### config.mk
export PLATFORM = sky130hd
export DESIGN_NAME = serial_link_credit_ctrl_flat
export DESIGN_NICKNAME = d
export VERILOG_FILES = /design/src/rtl/serial_link_pkg.sv /design/src/rtl/serial_link_credit_ctrl_if.sv /design/src/rtl/serial_link_credit_ctrl.sv /design/src/flat_wrapper.sv
export SDC_FILE = /design/constraint.sdc
export NUM_CORES = 1
export LEC_CHECK = 0
export ABC_AREA = 1
export CAP_MARGIN = 25
export CORE_MARGIN = 2
export CORE_UTILIZATION = 32
export DETAILED_ROUTE_END_ITERATION = 10
export PLACE_DENSITY = 0.76
export SLEW_MARGIN = 20
export SYNTH_ARGS = -nofsm -noshare
export SYNTH_HDL_FRONTEND = slang
export SYNTH_SLANG_ARGS = --single-unit
### constraint.sdc
create_clock -name clk_i -period 3.55 [get_ports clk_i]
set_input_delay 0.71 -clock clk_i [delete_from_list [all_inputs] [get_ports clk_i]]
set_output_delay 0.71 -clock clk_i [all_outputs]
set_load 0.03 [all_outputs]
### src/rtl/serial_link_pkg.sv
// Shared definitions for the serial link blocks.
//   NumCredits   : depth of the peer receive FIFO, which is also the initial credit count.
//   CreditWidth  : width of any credit count; it can hold 0..NumCredits inclusive.
//   credit_t     : credit count type.
//   credit_state_e : launch FSM state of serial_link_credit_ctrl, exported for debug.
package serial_link_pkg;

  localparam int NumCredits  = 8;
  localparam int CreditWidth = $clog2(NumCredits) + 1;

  typedef logic [CreditWidth-1:0] credit_t;

  typedef enum logic {
    Idle = 1'b0,
    Busy = 1'b1
  } credit_state_e;

endpackage

### src/rtl/serial_link_credit_ctrl_if.sv
// Bundle of every non-clock signal of serial_link_credit_ctrl.
//   slave  : seen from the credit controller.
//   master : seen from the environment (packetizer, PHY TX, peer credit return, consumer).
//
// Handshake rules for both packet channels (data_in_*, data_out_*): a transfer
// happens on a rising clock edge where valid and ready are both 1. The producer
// holds valid and all payload fields stable until that transfer. data_in_ready_o
// is combinational and may depend on data_in_valid_i. The credit return
// (credits_rcvd_*) and the consume pulse (rcvd_pkt_consumed_i) have no ready.
// They are taken in every cycle where they are asserted.
interface serial_link_credit_ctrl_if #(
  parameter int DataWidth   = 64,
  parameter int CreditWidth = serial_link_pkg::CreditWidth
);

  logic                   data_in_valid_i;
  logic                   data_in_ready_o;
  logic [DataWidth-1:0]   data_in_i;
  logic                   data_out_valid_o;
  logic                   data_out_ready_i;
  logic [DataWidth-1:0]   data_out_o;
  logic [CreditWidth-1:0] data_out_credits_o;
  logic                   data_out_credit_only_o;
  logic                   credits_rcvd_valid_i;
  logic [CreditWidth-1:0] credits_rcvd_i;
  logic                   rcvd_pkt_consumed_i;
  logic [CreditWidth-1:0] credits_avail_o;
  logic [CreditWidth-1:0] credits_pending_o;
  logic                   credit_err_o;

  modport slave (
    input  data_in_valid_i, data_in_i, data_out_ready_i,
           credits_rcvd_valid_i, credits_rcvd_i, rcvd_pkt_consumed_i,
    output data_in_ready_o, data_out_valid_o, data_out_o, data_out_credits_o,
           data_out_credit_only_o, credits_avail_o, credits_pending_o, credit_err_o
  );

  modport master (
    output data_in_valid_i, data_in_i, data_out_ready_i,
           credits_rcvd_valid_i, credits_rcvd_i, rcvd_pkt_consumed_i,
    input  data_in_ready_o, data_out_valid_o, data_out_o, data_out_credits_o,
           data_out_credit_only_o, credits_avail_o, credits_pending_o, credit_err_o
  );

endinterface

### src/rtl/serial_link_credit_ctrl.sv
// Credit-based flow control between the link-layer packetizer and PHY TX.
// Outgoing packets are gated on the credits that remain for the peer's receive
// FIFO. Packets that the local consumer pops are counted as pending credits and
// are returned to the peer. They ride on data packets, or go in a credit-only
// packet once ForceSendThresh of them have built up.
// Ports:
//   clk_i   : clock
//   rst_ni  : asynchronous active-low reset
//   bus     : serial_link_credit_ctrl_if.slave (packet in/out, credit return,
//             consume pulse, counter and error status)
//   state_o : current launch FSM state (debug)
module serial_link_credit_ctrl #(
  parameter int NumCredits      = serial_link_pkg::NumCredits,
  parameter int ForceSendThresh = NumCredits / 2,
  parameter int DataWidth       = 64
) (
  input  logic                          clk_i,
  input  logic                          rst_ni,
  serial_link_credit_ctrl_if.slave      bus,
  output serial_link_pkg::credit_state_e state_o
);

  localparam int CW = $clog2(NumCredits) + 1;
  // One extra bit so that an overflowing sum is visible before saturation.
  localparam int SW = CW + 1;

  serial_link_pkg::credit_state_e state_q, state_d;

  logic [CW-1:0]        avail_q, avail_d;
  logic [CW-1:0]        pending_q, pending_d;
  logic                 err_q, err_d;
  logic [DataWidth-1:0] data_q;
  logic [CW-1:0]        cred_q;
  logic                 co_q;

  logic          can_launch;
  logic          data_launch;
  logic          credit_launch;
  logic          launch;
  logic [SW-1:0] avail_sum;
  logic [SW-1:0] pending_sum;

  // Launch decision and next state.
  always_comb begin
    can_launch    = 1'b0;
    data_launch   = 1'b0;
    credit_launch = 1'b0;
    launch        = 1'b0;
    state_d       = state_q;

    // A packet that is held in Busy frees the output register only on its
    // handshake. The register can then be reloaded in the same cycle.
    can_launch = (state_q == serial_link_pkg::Idle) || bus.data_out_ready_i;

    // Data needs two credits. The last credit is kept back so that a
    // credit-only packet can always go out, and the two ends cannot deadlock
    // while each waits for the other's credits.
    data_launch   = can_launch && bus.data_in_valid_i && (avail_q >= CW'(2));
    credit_launch = can_launch && !data_launch &&
                    (pending_q >= CW'(ForceSendThresh)) && (avail_q >= CW'(1));
    launch        = data_launch || credit_launch;

    if (launch) begin
      state_d = serial_link_pkg::Busy;
    end else if ((state_q == serial_link_pkg::Busy) && bus.data_out_ready_i) begin
      state_d = serial_link_pkg::Idle;
    end
  end

  // Counter arithmetic. The credit is spent at launch, not at the handshake.
  // A launch needs avail >= 1, so the subtraction cannot underflow.
  always_comb begin
    avail_sum   = '0;
    pending_sum = '0;
    avail_d     = avail_q;
    pending_d   = pending_q;
    err_d       = err_q;

    avail_sum = {1'b0, avail_q} - SW'(launch) +
                (bus.credits_rcvd_valid_i ? {1'b0, bus.credits_rcvd_i} : SW'(0));
    pending_sum = (launch ? SW'(0) : {1'b0, pending_q}) + SW'(bus.rcvd_pkt_consumed_i);

    if (avail_sum > SW'(NumCredits)) begin
      avail_d = CW'(NumCredits);
      err_d   = 1'b1;
    end else begin
      avail_d = avail_sum[CW-1:0];
    end

    if (pending_sum > SW'(NumCredits)) begin
      pending_d = CW'(NumCredits);
      err_d     = 1'b1;
    end else begin
      pending_d = pending_sum[CW-1:0];
    end
  end

  // State, counters and the output register. A reset drops a held packet at once.
  always_ff @(posedge clk_i or negedge rst_ni) begin
    if (!rst_ni) begin
      state_q   <= serial_link_pkg::Idle;
      avail_q   <= CW'(NumCredits);
      pending_q <= '0;
      err_q     <= 1'b0;
      data_q    <= '0;
      cred_q    <= '0;
      co_q      <= 1'b0;
    end else begin
      state_q   <= state_d;
      avail_q   <= avail_d;
      pending_q <= pending_d;
      err_q     <= err_d;
      // The output register changes only on a launch. A packet that is
      // waiting for ready therefore stays stable.
      if (launch) begin
        data_q <= data_launch ? bus.data_in_i : '0;
        cred_q <= pending_q;
        co_q   <= credit_launch;
      end
    end
  end

  assign bus.data_in_ready_o        = data_launch;
  assign bus.data_out_valid_o       = (state_q == serial_link_pkg::Busy);
  assign bus.data_out_o             = data_q;
  assign bus.data_out_credits_o     = cred_q;
  assign bus.data_out_credit_only_o = co_q;
  assign bus.credits_avail_o        = avail_q;
  assign bus.credits_pending_o      = pending_q;
  assign bus.credit_err_o           = err_q;
  assign state_o                    = state_q;

endmodule

### src/flat_wrapper.sv
// flat-port wrapper written by rule: the top's interface ports become plain ports
module serial_link_credit_ctrl_flat 
#(
  parameter int NumCredits      = serial_link_pkg::NumCredits,
  parameter int ForceSendThresh = NumCredits / 2,
  parameter int DataWidth       = 64
)
  (clk_i, rst_ni, state_o, bus_data_in_valid_i, bus_data_in_i, bus_data_out_ready_i, bus_credits_rcvd_valid_i, bus_credits_rcvd_i, bus_rcvd_pkt_consumed_i, bus_data_in_ready_o, bus_data_out_valid_o, bus_data_out_o, bus_data_out_credits_o, bus_data_out_credit_only_o, bus_credits_avail_o, bus_credits_pending_o, bus_credit_err_o);
  serial_link_credit_ctrl_if #(.DataWidth(DataWidth), .CreditWidth((4))) bus_i ();
  input  logic clk_i;
  input  logic rst_ni;
  output serial_link_pkg::credit_state_e state_o;
  input wire logic [$bits(bus_i.data_in_valid_i)-1:0] bus_data_in_valid_i;
  input wire logic [$bits(bus_i.data_in_i)-1:0] bus_data_in_i;
  input wire logic [$bits(bus_i.data_out_ready_i)-1:0] bus_data_out_ready_i;
  input wire logic [$bits(bus_i.credits_rcvd_valid_i)-1:0] bus_credits_rcvd_valid_i;
  input wire logic [$bits(bus_i.credits_rcvd_i)-1:0] bus_credits_rcvd_i;
  input wire logic [$bits(bus_i.rcvd_pkt_consumed_i)-1:0] bus_rcvd_pkt_consumed_i;
  output wire logic [$bits(bus_i.data_in_ready_o)-1:0] bus_data_in_ready_o;
  output wire logic [$bits(bus_i.data_out_valid_o)-1:0] bus_data_out_valid_o;
  output wire logic [$bits(bus_i.data_out_o)-1:0] bus_data_out_o;
  output wire logic [$bits(bus_i.data_out_credits_o)-1:0] bus_data_out_credits_o;
  output wire logic [$bits(bus_i.data_out_credit_only_o)-1:0] bus_data_out_credit_only_o;
  output wire logic [$bits(bus_i.credits_avail_o)-1:0] bus_credits_avail_o;
  output wire logic [$bits(bus_i.credits_pending_o)-1:0] bus_credits_pending_o;
  output wire logic [$bits(bus_i.credit_err_o)-1:0] bus_credit_err_o;
  assign bus_i.data_in_valid_i = bus_data_in_valid_i;
  assign bus_i.data_in_i = bus_data_in_i;
  assign bus_i.data_out_ready_i = bus_data_out_ready_i;
  assign bus_i.credits_rcvd_valid_i = bus_credits_rcvd_valid_i;
  assign bus_i.credits_rcvd_i = bus_credits_rcvd_i;
  assign bus_i.rcvd_pkt_consumed_i = bus_rcvd_pkt_consumed_i;
  assign bus_data_in_ready_o = bus_i.data_in_ready_o;
  assign bus_data_out_valid_o = bus_i.data_out_valid_o;
  assign bus_data_out_o = bus_i.data_out_o;
  assign bus_data_out_credits_o = bus_i.data_out_credits_o;
  assign bus_data_out_credit_only_o = bus_i.data_out_credit_only_o;
  assign bus_credits_avail_o = bus_i.credits_avail_o;
  assign bus_credits_pending_o = bus_i.credits_pending_o;
  assign bus_credit_err_o = bus_i.credit_err_o;
  serial_link_credit_ctrl #(.NumCredits(NumCredits), .ForceSendThresh(ForceSendThresh), .DataWidth(DataWidth)) u_core (.clk_i(clk_i), .rst_ni(rst_ni), .bus(bus_i), .state_o(state_o));
endmodule
# Yosys cells after proc, flatten, opt, wreduce, memory -nomap -nowiden
# Cells that the tools add are included.
# Widths: inputs -> output; s select.
# op_classes
add_sub_neg	3
magnitude_cmp	5
mux	9
bitwise_logic	1
reduce_logical	11
# op_table
cell	n
$mux 64	1
$mux 4	4
$gt 5x4->1 const B	2
$logic_and 1x1->1	6
$add 5x1->5	1
$add 5x5->5	1
$sub 4x1->5	1
$ge 4x1->1 const B	1
$ge 4x2->1 const B	1
$ge 4x3->1 const B	1
$mux 1	4
$reduce_bool 2->1	2
$logic_or 1x1->1	2
$logic_not 1->1	1
$not 1->1	1
# word_totals
reg_bits	79
in_bits	74
output_inout_bits	81
wordCells	36

# Depth between registers and ports, before layout
# Gate-level depths: netlist of run 1.
# depth
word_depth	14
ltp_mapped	16
mapped_depth_nobuf	16

# Least setup slack after synthesis of run 1
# No wires, ideal clock.
# synth_path
path_type	in2reg
start	input bus_data_out_ready_i
end	register u_core.avail_q[1], in the netlist u_core.bus.credits_avail_o[1]
setup_ps	63
arrival_time_ps	2731
required_time_ps	3487
slack_ps	755
path_stages	15
path_buffers	0
path_cell_list	nor2_4 > nor2_1 > nand2_2 > o21ai_2 > ha_1 > inv_1 > ha_1 > inv_1 > fa_1 > o21ai_0 > a21oi_1 > xor2_1 > nand2_1 > or2_2 > inv_1
# synth_between
elab_chain_len	12
# synth_rtl
item	line_no	rtl
start: declaration	flat_wrapper.sv:15	input wire logic [$bits(bus_i.data_out_ready_i)-1:0] bus_data_out_ready_i;
$logic_or 1x1->1 *	serial_link_credit_ctrl.sv:53	can_launch = (state_q == serial_link_pkg::Idle) || bus.data_out_ready_i;
$logic_and 1x1->1 (2 in series)	serial_link_credit_ctrl.sv:58	data_launch = can_launch && bus.data_in_valid_i && (avail_q >= CW'(2));
$logic_not 1->1	serial_link_credit_ctrl.sv:59	credit_launch = can_launch && !data_launch &&
$logic_and 1x1->1 (2 in series)	serial_link_credit_ctrl.sv:59	
$logic_and 1x1->1	serial_link_credit_ctrl.sv:60	(pending_q >= CW'(ForceSendThresh)) && (avail_q >= CW'(1));
$logic_or 1x1->1 *	serial_link_credit_ctrl.sv:61	launch = data_launch || credit_launch;
named net u_core.launch	serial_link_credit_ctrl.sv:39	logic launch;
$sub 4x1->5 *	serial_link_credit_ctrl.sv:79	avail_sum = {1'b0, avail_q} - SW'(launch) +
$add 5x5->5 *	serial_link_credit_ctrl.sv:79	
$gt 5x4->1	serial_link_credit_ctrl.sv:83	if (avail_sum > SW'(NumCredits)) begin
$mux 4 *	serial_link_credit_ctrl.sv:83	
named net u_core.avail_d[1]	serial_link_credit_ctrl.sv:29	logic [CW-1:0] avail_q, avail_d;
end signal: assignment	serial_link_credit_ctrl.sv:102	avail_q <= CW'(NumCredits);
end signal: assignment	serial_link_credit_ctrl.sv:110	avail_q <= avail_d;
end: declaration	serial_link_credit_ctrl.sv:29	
# The timed path passes the listed nets; every way through them passes the cells marked *.
# A chain may end at the register's enable or synchronous reset.

# Final worst setup path of run 1
# Same ends and word-level chain as after synthesis.

==> qor.txt, run 1 <==
hold-fix buffers at CTS: 0
CP Max Fanout: 5
R2R Setup Slk: 700 ps
all-layer global routing usage: 15.3%
worst min path class: in2async
Netlist cell types: 25
vias per cell: 4.77
period utilization: 89.4%
routed vias: 2620
Post-Syn Area: 3220 um2
Worst Path Arrival: 3450 ps
Setup Viol. Count Final: 0
initial core utilization: 32.9%
post-route antenna net violation count: 0
CTS root buf: clkbuf_8
number of max-cap violations: 0
Worst-Margin Slew: 688 ps
gr ovfl total: 0
post-cts sizing count: 0
final WL: 8.19 mm
Post-synth top cells: 78 x dfrtp_1, 64 x a22o_1, 28 x inv_1, 19 x nand2_1, 12 x nor2_1
Fillers: 877
synth-to-layout area growth: 55.9%
clk slew on worst S/H paths: 80 ps
Worst setup EP type: flop
Die W: 104 um
Synth Register Bits: 79
Setup TNS: 0 ps
largest net degree at the start of global routing: 80
Synth Instances: 259
worst r2r path cells: 15
htree depth: 3
final worst slack: 377 ps
Clock Tree Buf Depth: 2
Slew headroom: 54.2%
Post-Place Cell Area: 4830 um2
clock skew: 10.0 ps
GPL Wtd Cong: 0.880
Num CTS Buffers: 9
initial antenna violation count: 0
PwrDens: 992 nW/um2
minimum clock period: 3170 ps
f_max: 0.315 GHz
layout cells sized above 1: 7.21%
drt pass-1 iters: 5
Pleak: 2.32 nW
ys flop type: dfrtp_1
DPL Wire Length: 5.94 mm
outcome: complete, no violations
Design Area, Final: 5020 um2
drt drc: 0
die area: 10900 um2
startpoint types: primary input
Core ar.: 9770 um2
pre-CTS WS: 52.7 ps
area leader, netlist: dfrtp_1
Peak VDD IR: 0.547 mV
reg2reg end: u_core.bus.credits_avail_o[1]$_DFF_PN0_
postcts setup bufs: 0
async set or reset register ratio after synthesis: 100%
I/O pin count: 155
syn_area_per_cell: 12.4 um2
Ys Warns: 0
register area share after synthesis: 61.5%
routed length per placed instance: 14.9 um
diode count: 0
PortBufs: 154
initial DRC count: 121
Req. time, crit path: 3830 ps
EDFF count, synth: 0
clk sinks: 79
num rows: 36
Worst R2R Start: u_core.bus.credits_avail_o[3]$_DFF_PN1_
Die Y-Extent: 104 um
Setup CP Type: in2reg
final hold vios: 0
Synth Net Count: 344
wire length of the first global-routing pass: 13.4 mm
dominant cell by count in the synthesized netlist: dfrtp_1
top post-synthesis cells by area: dfrtp_1 61%, a22o_1 17%, ha_1 3.9%
CTS tree: built
RSZ-0062 raised after global routing: false
max-slew violation count: 0
number of global-route vias before repair: 2658
Synth top area share: 60.7%
Layout Nets: 497
clock latency on the worst-skew pair: 340 ps
==> cell families after synthesis <==
logic type	synth area share, %
buf+inv	7.35
compound gates	19.7
flops	61.5
xor+xnor	1.09
fa+ha+maj	4.51
simple gates	5.87
==> routing by layer <==
layer	share of wire, %	vias to the layer above	track usage (%)
li1	-	1214	-
met1	45	1287	20.2
met2	47	105	24.0
met3	6.6	14	4.20
met4	1.9	0	5.60
met5	0	-	0
==> critical path: stages <==
cell             delay (ps)
clkdlybuf4s50_1         530
nor2_4                   70
nor2_1                  110
nand2_2                 100
o21ai_2                 130
ha_1                    280
inv_1                    60
ha_1                    160
inv_1                    60
fa_1                    390
o21ai_0                 170
a21oi_1                  90
xor2_1                  180
nand2_1                  90
or2_2                   270
inv_1                    50
==> placed cells by master (no fill, tap or decap) <==
cell and n:
a21oi_1 2, a22o_1 64, buf_4 5, buf_6 1, bufinv_16 1, clkbuf_1 1, clkbuf_8 9, clkdlybuf4s50_1 152
clkinv_2 1, clkinvlp_4 2, dfrtp_1 78, dfstp_2 1, fa_1 1, ha_1 10, inv_1 28, inv_2 2
inv_6 1, nand2_1 19, nand2_2 2, nand3_1 6, nand4_2 1, nor2_1 12, nor2_4 1, o21a_2 1
o21ai_0 3, o21ai_1 5, o21ai_2 1, o31ai_1 1, or2_2 1, xor2_1 4
==> flip-flops by register name (all words and copies together), names as in the netlist <==
name,cells
u_core.bus.data_out_valid_o,1
u_core.bus.credits_pending_o,4
u_core.bus.data_out_credits_o,4
u_core.bus.credit_err_o,1
u_core.bus.credits_avail_o,4
u_core.bus.data_out_credit_only_o,1
u_core.bus.data_out_o,64
==> how the worst max path moves through the flow <==
stage / from / to / slack [ps] / depth (start not counted)
floorplan: bus_data_out_ready_i / u_core.bus.credits_avail_o[1]$_DFF_PN0_ / 760 / 15
global placement: bus_data_out_ready_i / u_core.bus.credits_avail_o[1]$_DFF_PN0_ / 150 / 16
detailed placement: bus_data_out_ready_i / u_core.bus.credits_avail_o[1]$_DFF_PN0_ / 50 / 16
CTS: bus_data_out_ready_i / u_core.bus.credits_avail_o[1]$_DFF_PN0_ / 410 / 16
global route: bus_data_out_ready_i / u_core.bus.credits_avail_o[1]$_DFF_PN0_ / 130 / 16
finish: bus_data_out_ready_i / u_core.bus.credits_avail_o[1]$_DFF_PN0_ / 380 / 16
==> metrics by stage <==
| step | power, W | utilization [%] | instances | hold slack (ps) |
|---|---|---|---|---|
| after floorplan | 0.00330 | - | 259 | 414 |
| after global placement | 0.00432 | 49.4 | 534 | 478 |
| after detailed placement | 0.00437 | 49.4 | 534 | 481 |
| after CTS | 0.00504 | 51.3 | 549 | 505 |
| after global routing | 0.00528 | 51.3 | 549 | 447 |
| final | 0.00498 | 51.3 | 549 | 391 |
==> power breakdown <==
group | total [W] | switching, W | leakage [nW] | internal, W
clock | 0.000638 | 0.000316 | 0.0888 | 0.000323
sequential | 0.00155 | 0.000240 | 0.987 | 0.00131
combinational | 0.00280 | 0.00160 | 1.24 | 0.00120
total | 0.00498 | 0.00215 | 2.32 | 0.00283
==> final cells by class <==
type	count	area (um2)	share of cell area, %
Multi-Input combinational cell	134	1000	20.0
Clock inverter	5	58.8	1.17
Sequential cell	79	1980	39.4
Timing Repair Buffer	158	1570	31.3
Tap cell	133	166	3.32
Clock buffer	10	128	2.54
Inverter	30	113	2.24
Power figures use the tool's default switching activity.
==> run 2, diff against run 1 <==
--- a/config.mk
+++ b/config.mk
@@ -7,7 +7,6 @@
 export LEC_CHECK = 0
 export ABC_AREA = 1
 export CAP_MARGIN = 25
-export CORE_MARGIN = 2
 export CORE_UTILIZATION = 32
 export DETAILED_ROUTE_END_ITERATION = 10
 export PLACE_DENSITY = 0.76
==> run 2 against run 1 <==
Net effect: routed wire length rose by 2.7%; cell count grew 0.36%; final area is 0.37% higher; clock skew hardly changed; power rose by 0.48%; setup slack got worse by 47 ps; worst hold slack lost 61 ps; via count rose by 0.73%; global-route usage up 0.32 points; register-to-register slack lost 60 ps; critical path type unchanged; highest routed layer unchanged.
==> qor.txt, run 2 (synthesis results as in run 1) <==
outcome: complete, no violations
f_max: 0.311 GHz
clock latency on the worst-skew pair: 340 ps
clock skew: 9.73 ps
hold-fix buffers at CTS: 0
minimum clock period: 3220 ps
postcts setup bufs: 0
CTS root buf: clkbuf_8
PortBufs: 154
diode count: 0
initial core utilization: 32.9%
Worst setup EP type: flop
initial DRC count: 62
Req. time, crit path: 3820 ps
initial antenna violation count: 0
final WL: 8.41 mm
CP max-delay cell: clkdlybuf4s50_1
drt drc: 0
Psw: 0.00217 W
post-route antenna net violation count: 0
leading cell type in the layout, fill and taps excluded: clkdlybuf4s50_1
GPL Wtd Cong: 0.871
DPL Wire Length: 5.87 mm
worst min path class: in2async
CP Max Fanout: 5
critical-path cell list: clkdlybuf4s50_1 > nor2_4 > nor2_1 > nand2_2 > o21ai_2 > ha_1 > inv_1 > ha_1 > inv_1 > fa_1 > o21ai_0 > a21oi_1 > xor2_1 > nand2_1 > or2_2 > inv_1
Clock Tree Buf Depth: 2
max-slew violation count: 0
max reg flops: 64
post-cts sizing count: 0
Peak VDD IR: 0.533 mV
Die Y-Extent: 102 um
Worst-Margin Slew: 499 ps
vias per cell: 4.79
Num CTS Buffers: 9
startpoint types: primary input
Pleak: 2.33 nW
largest net degree at the start of global routing: 80
Layout Nets: 498
P_int: 0.00283 W
most frequent cells in the layout: 152 x clkdlybuf4s50_1, 78 x dfrtp_1, 64 x a22o_1, 28 x inv_1, 19 x nand2_1
htree depth: 3
sw frac: 43.4%
Setup CP Type: in2reg
Clk network pwr share: 12.8%
fin util: 51.5%
wire length of the first global-routing pass: 12.6 mm
Gate power share: 56.4%
RSZ-0062 raised after global routing: false
Slew headroom: 66.7%
layout cells sized above 1: 7.66%
Worst Path Arrival: 3490 ps
num rows: 36
drt pass-1 iters: 4
routed length per placed instance: 15.3 um
Die W: 102 um
gr ovfl total: 0
synth-to-layout area growth: 56.5%
final hold vios: 0
Setup TNS: 0 ps
all-layer global routing usage: 15.6%
number of global-route vias before repair: 2585
clk slew on worst S/H paths: 90 ps
Setup Viol. Count Final: 0
routed vias: 2639
CP peak stage delay: 520 ps
number of max-cap violations: 0
clk sinks: 79
I/O pin count: 155
Core ar.: 9770 um2
die area: 10500 um2
sequential share of power: 30.8%
PwrDens: 994 nW/um2
Top cell by count, worst path: inv_1
period utilization: 90.7%
CTS tree: built
run 2: changes by cell type in the layout (fill, tap and decap cells not counted):
cell,before,now
clkinv_2,1,3
buf_6,1,0
buf_4,5,6
clkinv_4,0,1
buf_12,0,1
inv_6,1,0
clkinvlp_4,2,1
run 2: layout make-up:
type / count / area [um2]
Sequential cell: 79 / 1980
Clock inverter: 6 / 61.3
Clock buffer: 10 / 128
Fill cell: 877 / 4740
Timing Repair Buffer: 159 / 1590
Multi-Input combinational cell: 134 / 1000
Tap cell: 133 / 166
Inverter: 30 / 113
run 2: worst max-delay path: cells and delay by family:
family / cells / cell delay, ps
fa+ha+maj: 3 / 830
buf+inv: 4 / 690
simple gates: 5 / 660
compound gates: 3 / 420
xor+xnor: 1 / 180
run 2: power by group through the flow:
stage | Sequential, W | Clock [W] | Combinational [W]
final | 0.00154 | 0.000641 | 0.00282
after CTS | 0.00154 | 0.000665 | 0.00284
after global placement | 0.00154 | 0 | 0.00277
after detailed placement | 0.00155 | 0 | 0.00282
after global routing | 0.00159 | 0.000710 | 0.00300
after floorplan | 0.00232 | 0 | 0.000982
run 2: final timing paths:
kind,from,endpoint,slack [ps],cells after the start
setup reg to reg,u_core.bus.credits_avail_o[3]$_DFF_PN1_,u_core.bus.credits_avail_o[1]$_DFF_PN0_,640,15
hold / removal,rst_ni,u_core.bus.data_out_o[15]$_DFFE_PN0P_,330,1
setup / recovery,bus_data_out_ready_i,u_core.bus.credits_avail_o[1]$_DFF_PN0_,330,16
min in group clk_i,u_core.bus.data_out_credits_o[1]$_DFFE_PN0P_,u_core.bus.data_out_credits_o[1]$_DFFE_PN0P_,500,2
max in group asynchronous,rst_ni,u_core.bus.credits_avail_o[3]$_DFF_PN1_,2550,2
hold reg to reg,u_core.bus.data_out_credits_o[1]$_DFFE_PN0P_,u_core.bus.data_out_credits_o[1]$_DFFE_PN0P_,500,2
run 2: routing by layer:
layer | track usage [%] | part of all wire, % | vias up
met5 | 0 | 0 | -
met4 | 5.60 | 1.1 | 0
met3 | 4.45 | 8.1 | 10
met2 | 25.5 | 48 | 112
met1 | 19.8 | 43 | 1298
li1 | - | - | 1219
run 2: stage by stage:
step,instance area [um2],hold slack [ps],setup slack (ps),std cells,total power [W]
after floorplan,3220,414,755,259,0.00330
after global placement,4830,479,148,534,0.00431
after detailed placement,4830,481,33.5,534,0.00437
after CTS,5020,505,400,550,0.00504
after global routing,5040,341,239,551,0.00530
final,5040,330,330,551,0.00500
